### src/rtl/mat_engine_arbiter_pkg.sv
// Shared definitions for the matrix-engine arbiter: FSM encoding, result width
// and the default watchdog limit.
package mat_engine_arbiter_pkg;

    typedef enum logic [1:0] {
        IDLE    = 2'b00,
        LAUNCH  = 2'b01,
        WAIT    = 2'b10,
        RESPOND = 2'b11
    } state_t;

    localparam int RES_W                  = 64;
    localparam int DEFAULT_TIMEOUT_CYCLES = 64;

endpackage

### src/rtl/rr_pick.sv
// Round-robin picker: first requesting index after last_grant, wrapping mod NREQ.
module rr_pick
    import mat_engine_arbiter_pkg::*;
#(
    parameter int NREQ  = 4,
    parameter int IDX_W = $clog2(NREQ)
) (
    input  logic [NREQ-1:0]  req,
    input  logic [IDX_W-1:0] last_grant,
    output logic [IDX_W-1:0] grant,
    output logic             any_valid
);

    int               idx;
    logic [IDX_W-1:0] cand;

    // Walk from farthest to nearest so the nearest requester after last_grant wins.
    always_comb begin
        grant     = '0;
        any_valid = |req;
        idx       = 0;
        cand      = '0;
        for (int i = NREQ; i >= 1; i--) begin
            idx  = (int'(last_grant) + i) % NREQ;
            cand = IDX_W'(idx);
            if (req[cand]) begin
                grant = cand;
            end
        end
    end

endmodule

### src/rtl/mat_engine_arbiter.sv
// Arbitrates NREQ requesters onto one shared 2x2 matrix engine, one job at a time.
// Optional engine watchdog enabled by defining MAT_ARB_TIMEOUT_EN.
module mat_engine_arbiter
    import mat_engine_arbiter_pkg::*;
#(
    parameter int WIDTH          = 8,
    parameter int NREQ           = 4,
    parameter int TIMEOUT_CYCLES = DEFAULT_TIMEOUT_CYCLES
) (
    input  logic                    clk,
    input  logic                    reset,
    input  logic [NREQ-1:0]         req_valid,
    input  logic [NREQ*4*WIDTH-1:0] req_data,
    output logic [NREQ-1:0]         req_ready,
    output logic [NREQ-1:0]         resp_valid,
    input  logic [NREQ-1:0]         resp_ready,
    output logic [RES_W-1:0]        resp_data,
    output logic                    resp_err,
    output logic [4*WIDTH-1:0]      eng_a,
    output logic                    eng_start,
    input  logic                    eng_done,
    output logic                    eng_done_ack,
    input  logic [RES_W-1:0]        eng_res,
    output logic                    busy
);

    localparam int IDX_W = $clog2(NREQ);
    localparam int OP_W  = 4 * WIDTH;

    state_t           state;
    state_t           state_d;
    logic [IDX_W-1:0] grant;
    logic [IDX_W-1:0] grant_pick;
    logic [IDX_W-1:0] last_grant;
    logic             any_valid;
    logic [OP_W-1:0]  operand;
    logic [RES_W-1:0] result;
    logic             accept;
    logic             take_result;
    logic             take_timeout;
    logic             release_job;
    logic             timeout_hit;

    rr_pick #(.NREQ(NREQ), .IDX_W(IDX_W)) u_rr_pick (
        .req        (req_valid),
        .last_grant (last_grant),
        .grant      (grant_pick),
        .any_valid  (any_valid)
    );

    // Handshake outputs are gated by reset so an in-flight job cannot be acknowledged
    // or answered during the reset cycle.
    always_comb begin
        state_d      = state;
        req_ready    = '0;
        resp_valid   = '0;
        eng_start    = 1'b0;
        eng_done_ack = 1'b0;
        accept       = 1'b0;
        take_result  = 1'b0;
        take_timeout = 1'b0;
        release_job  = 1'b0;
        if (reset) begin
            unique case (state)
                IDLE: begin
                    if (any_valid) begin
                        accept                = 1'b1;
                        req_ready[grant_pick] = 1'b1;
                        state_d               = LAUNCH;
                    end
                end
                LAUNCH: begin
                    eng_start = 1'b1;
                    state_d   = WAIT;
                end
                WAIT: begin
                    if (eng_done) begin
                        eng_done_ack = 1'b1;
                        take_result  = 1'b1;
                        state_d      = RESPOND;
                    end else if (timeout_hit) begin
                        take_timeout = 1'b1;
                        state_d      = RESPOND;
                    end
                end
                RESPOND: begin
                    resp_valid[grant] = 1'b1;
                    if (resp_ready[grant]) begin
                        release_job = 1'b1;
                        state_d     = IDLE;
                    end
                end
                default: state_d = IDLE;
            endcase
        end
    end

    always_ff @(posedge clk) begin
        if (!reset) begin
            state      <= IDLE;
            grant      <= '0;
            last_grant <= IDX_W'(NREQ - 1);
            operand    <= '0;
            result     <= '0;
        end else begin
            state <= state_d;
            if (accept) begin
                grant   <= grant_pick;
                operand <= req_data[int'(grant_pick) * OP_W +: OP_W];
            end
            if (take_result) begin
                result <= eng_res;
            end else if (take_timeout) begin
                result <= '0;
            end
            if (release_job) begin
                last_grant <= grant;
            end
        end
    end

`ifdef MAT_ARB_TIMEOUT_EN
    localparam int WD_W = $clog2(TIMEOUT_CYCLES + 1);

    logic [WD_W-1:0] watchdog;
    logic            err_flag;

    // Counter is zeroed in LAUNCH so it always starts fresh on WAIT entry.
    always_ff @(posedge clk) begin
        if (!reset) begin
            watchdog <= '0;
            err_flag <= 1'b0;
        end else begin
            if (state == LAUNCH) begin
                watchdog <= '0;
            end else if (state == WAIT && !eng_done) begin
                watchdog <= watchdog + 1'b1;
            end
            if (take_result) begin
                err_flag <= 1'b0;
            end else if (take_timeout) begin
                err_flag <= 1'b1;
            end
        end
    end

    assign timeout_hit = (watchdog == WD_W'(TIMEOUT_CYCLES - 1));
    assign resp_err    = err_flag;
`else
    logic [31:0] unused_timeout;
    assign unused_timeout = 32'(TIMEOUT_CYCLES);
    assign timeout_hit    = 1'b0;
    assign resp_err       = 1'b0;
`endif

    assign resp_data = result;
    assign eng_a     = operand;
    assign busy      = (state != IDLE);

endmodule

### config.mk
export PLATFORM = sky130hd
export DESIGN_NAME = mat_engine_arbiter
export DESIGN_NICKNAME = d
export VERILOG_FILES = /design/src/rtl/mat_engine_arbiter_pkg.sv /design/src/rtl/rr_pick.sv /design/src/rtl/mat_engine_arbiter.sv
export SDC_FILE = /design/constraint.sdc
export NUM_CORES = 1
export LEC_CHECK = 0
export BUFFER_PORTS_ARGS = -buffer_cell sky130_fd_sc_hd__buf_2
export CORE_ASPECT_RATIO = 0.5
export CORE_MARGIN = 5
export CORE_UTILIZATION = 35
export CTS_CLUSTER_SIZE = 16
export DETAILED_ROUTE_END_ITERATION = 16
export HOLD_SLACK_MARGIN = 0.12
export PLACE_DENSITY = 0.77
export SYNTH_ARGS = -nofsm -noshare
export SYNTH_HDL_FRONTEND = slang
export SYNTH_SLANG_ARGS = --single-unit
### constraint.sdc
create_clock -name clk -period 2.7 [get_ports clk]
set_input_delay 0.54 -clock clk [delete_from_list [all_inputs] [get_ports clk]]
set_output_delay 0.54 -clock clk [all_outputs]
set_load 0.02 [all_outputs]
==> impl_metrics.json <==
{
  "drtPass1Iterations": 4,
  "routed-via-count": 5311,
  "dieArea_sq_um": 16200,
  "wl_per_cell_microns": 15.9,
  "die_w_microns": 175,
  "finClkSkew_ns": 0.00717,
  "crit_chain": "inv_1 -> ha_1 -> o41a_2 -> o2111a_1 -> nand2_1 -> nor2_1 -> buf_2",
  "finalHoldViolCount": 0,
  "yosysSeqAreaShare_pct": 42.8,
  "yosys.area.top_type": "dfxtp_1",
  "cts-buffers-inserted": 9,
  "post_cts_buffers": 0,
  "nets": 1077,
  "clk_latency_ns": 0.34,
  "path_clk_slew_ns": 0.07,
  "grt_pass1_wl_microns": 25900,
  "crit_start": "state[0]$_SDFFE_PN0P_",
  "synth_commonest_cells": "nand2_1 (150), dfxtp_1 (102), o21ai_0 (85)",
  "ctsResizeCount": 0,
  "rsz0062_at_grt": "false",
  "cts_tree": "built",
  "fin_crit_ns": 2.47,
  "drt_iter0_drc": 251,
  "clock_path_buffers": 2,
  "syn_area_sq_um": 4770,
  "synthArstFlopShare_pct": 0,
  "end_kind": "output pin",
  "r2r_slack_ns": 0.49,
  "holdPathEnd": "resp_data[39]$_SDFFE_PN0P_",
  "htreeDepth": 3,
  "core-area_sq_um": 13400,
  "setup_viol_count_final": 0,
  "drive_gt1_share_pct": 41.5,
  "vias_per_cell": 5.05,
  "required_ns": 2.16,
  "hpwl_microns": 12800,
  "track_usage_pct": 19.6,
  "synthTopCellsByArea": "dfxtp_1 (43%), nand2_1 (12%), o21ai_0 (8.9%)",
  "crit_path_start_kind": "register",
  "ant_nets": 0,
  "ios": 311,
  "worstMarginPinSlew_ns": 0.549,
  "drv_cap": 0,
  "fin_hold_ws_ns": 0.390,
  "status": "complete, no violations",
  "max_freq_mhz": 405,
  "arrival_ns": 1.93,
  "yosysUniqueCellTypes": 37,
  "hold_path.class": "input port to register",
  "initial_core_util_pct": 35.5,
  "cts_root_buf": "clkbuf_16",
  "yosys_warnings": 0,
  "die_h_microns": 92.6,
  "seqCellArea_sq_um": 2040,
  "numPortBuffers": 309,
  "timing.setup.tns_ns": 0,
  "post-place-ws_ns": 0.275,
  "criticalPathCategory": "register to output pin",
  "ys_ff_latch": 102,
  "grt_pass1_vias": 5160,
  "instances_no_fill": 1052,
  "p_per_area_nw_per_um2": 809,
  "synth_nets": 793,
  "relSlewSlack_pct": 63.3,
  "synth_edf_count": 0,
  "synthFlopType": "dfxtp_1",
  "dp_cells": 1034,
  "hold_start": "eng_res[39]",
  "multi_input_area_sq_um": 2470,
  "layout_setup_ws_ns": 0.228,
  "syn_area_per_cell_sq_um": 8.16,
  "slew_violations": 0,
  "yosysMostFrequentCell": "nand2_1",
  "areaGrowthSynthToFinish_pct": 41.7,
  "postCtsHoldBufs": 0,
  "rr_startpoint": "state[0]$_SDFFE_PN0P_",
  "rr_worst_depth": 7,
  "route.detailed.drc": 0,
  "irDropWorstVdd_uv": 346,
  "timing.rr.end": "eng_a[7]$_SDFFE_PN0P_",
  "slowest_delay_ns": 0.33,
  "std_cell_rows": 30,
  "synthCells": 585,
  "cts.sinks": 102,
  "slowest_stage": "dfxtp_1",
  "routed_wl_microns": 16800,
  "fin_crit_sh_pct": 91.6,
  "grt_max_degree": 80,
  "fill_cells": 1312,
  "holdPathStages": 3,
  "cp_max_fo": 4,
  "synth_top_area_share_pct": 42.8,
  "overflow": 0,
  "grt_antenna_before_repair": 2,
  "leakage_nw": 3.17,
  "gp_congestion": 0.886
}
==> how the worst max path moves through the flow <==
| stage | to | slack (ns) | cells after the start |
|---|---|---|---|
| 4_1_cts | req_ready[3] | 0.21 | 7 |
| 2_1_floorplan | req_ready[0] | 0.26 | 6 |
| 5_1_grt | req_ready[2] | 0.15 | 7 |
| 6_report | req_ready[3] | 0.23 | 7 |
| 3_3_place_gp | req_ready[2] | 0.32 | 6 |
| 3_5_place_dp | eng_a[5]$_SDFFE_PN0P_ | 0.27 | 7 |
==> flip-flops by register name, indices dropped and copies added (netlist names) <==
name	flops
resp_data	64
eng_a	32
grant	2
last_grant	2
state	2
==> final cells by class <==
cell class	instances	share of cell area [%]
multi-input cells	425	36.6
flip-flops and latches	102	30.2
repair buffers	327	25.1
clock buffers	10	3.53
well taps	176	3.25
clock inverters	6	1.11
inverters	4	0.222
diodes	2	0.0740
==> stage by stage <==
stage | total power [W] | area [sq um] | utilization, %
floorplan | 0.00336 | 4770 | -
global placement | 0.00407 | 6450 | 48.0
detailed placement | 0.00412 | 6450 | 48.0
CTS | 0.00551 | 6760 | 50.3
global route | 0.00579 | 6770 | 50.4
finish | 0.00547 | 6770 | 50.4
==> per-layer routing <==
metal / up-vias / track usage [%] / share of wire [%] / routed length, microns
met5: - / 0 / 0 / 0
met3: 40 / 5.26 / 7.3 / 1230
met2: 210 / 35.4 / 50 / 8410
met1: 2438 / 22.5 / 39 / 6610
met4: 0 / 7.12 / 3.0 / 507
li1: 2623 / - / - / -
==> cells by family (layout without fill, tap and decap cells) <==
logic type	count (synthesis)	count (layout)	synth area share, %
and+or+nand+nor	213	213	20.6
buffers and inverters	58	347	5.77
muxes	20	20	4.45
AOI/OAI and AO/OA	186	186	25.0
other	1	3	0.0785
adders and majority gates	5	5	1.31
DFF	102	102	42.8
==> critical path: cells and delay by family, from the launching register on <==
family                   cells  cell delay, ns
AND/OR/NAND/NOR              2            0.27
buffers and inverters        2            0.32
flip-flops                   1            0.33
AO/OA/AOI/OAI                2            0.44
adder cells (fa/ha/maj)      1            0.23
==> power by group <==
| group | internal [W] | switching [W] |
|---|---|---|
| Combinational | 0.000760 | 0.00133 |
| Clock | 0.000762 | 0.000619 |
| Sequential | 0.00182 | 0.000176 |
| Total | 0.00334 | 0.00213 |
==> placed cells by master, fill, tap and decap left out, drive strengths merged, types with 2 or more instances in the layout <==
master and n:
o211ai 2, diode 2, buf 327, ha 5
inv 8, o22ai 13, o21ai 85, nand2 150
mux2i 19, nand3 7, nor2 9, nor2b 2
a21oi 15, nor4b 19, o31ai 15, clkbuf 10
a211oi 51, o21a 2, nand2b 17, nor3 4
dfxtp 102
No activity file was read; power rests on OpenSTA's default activity.
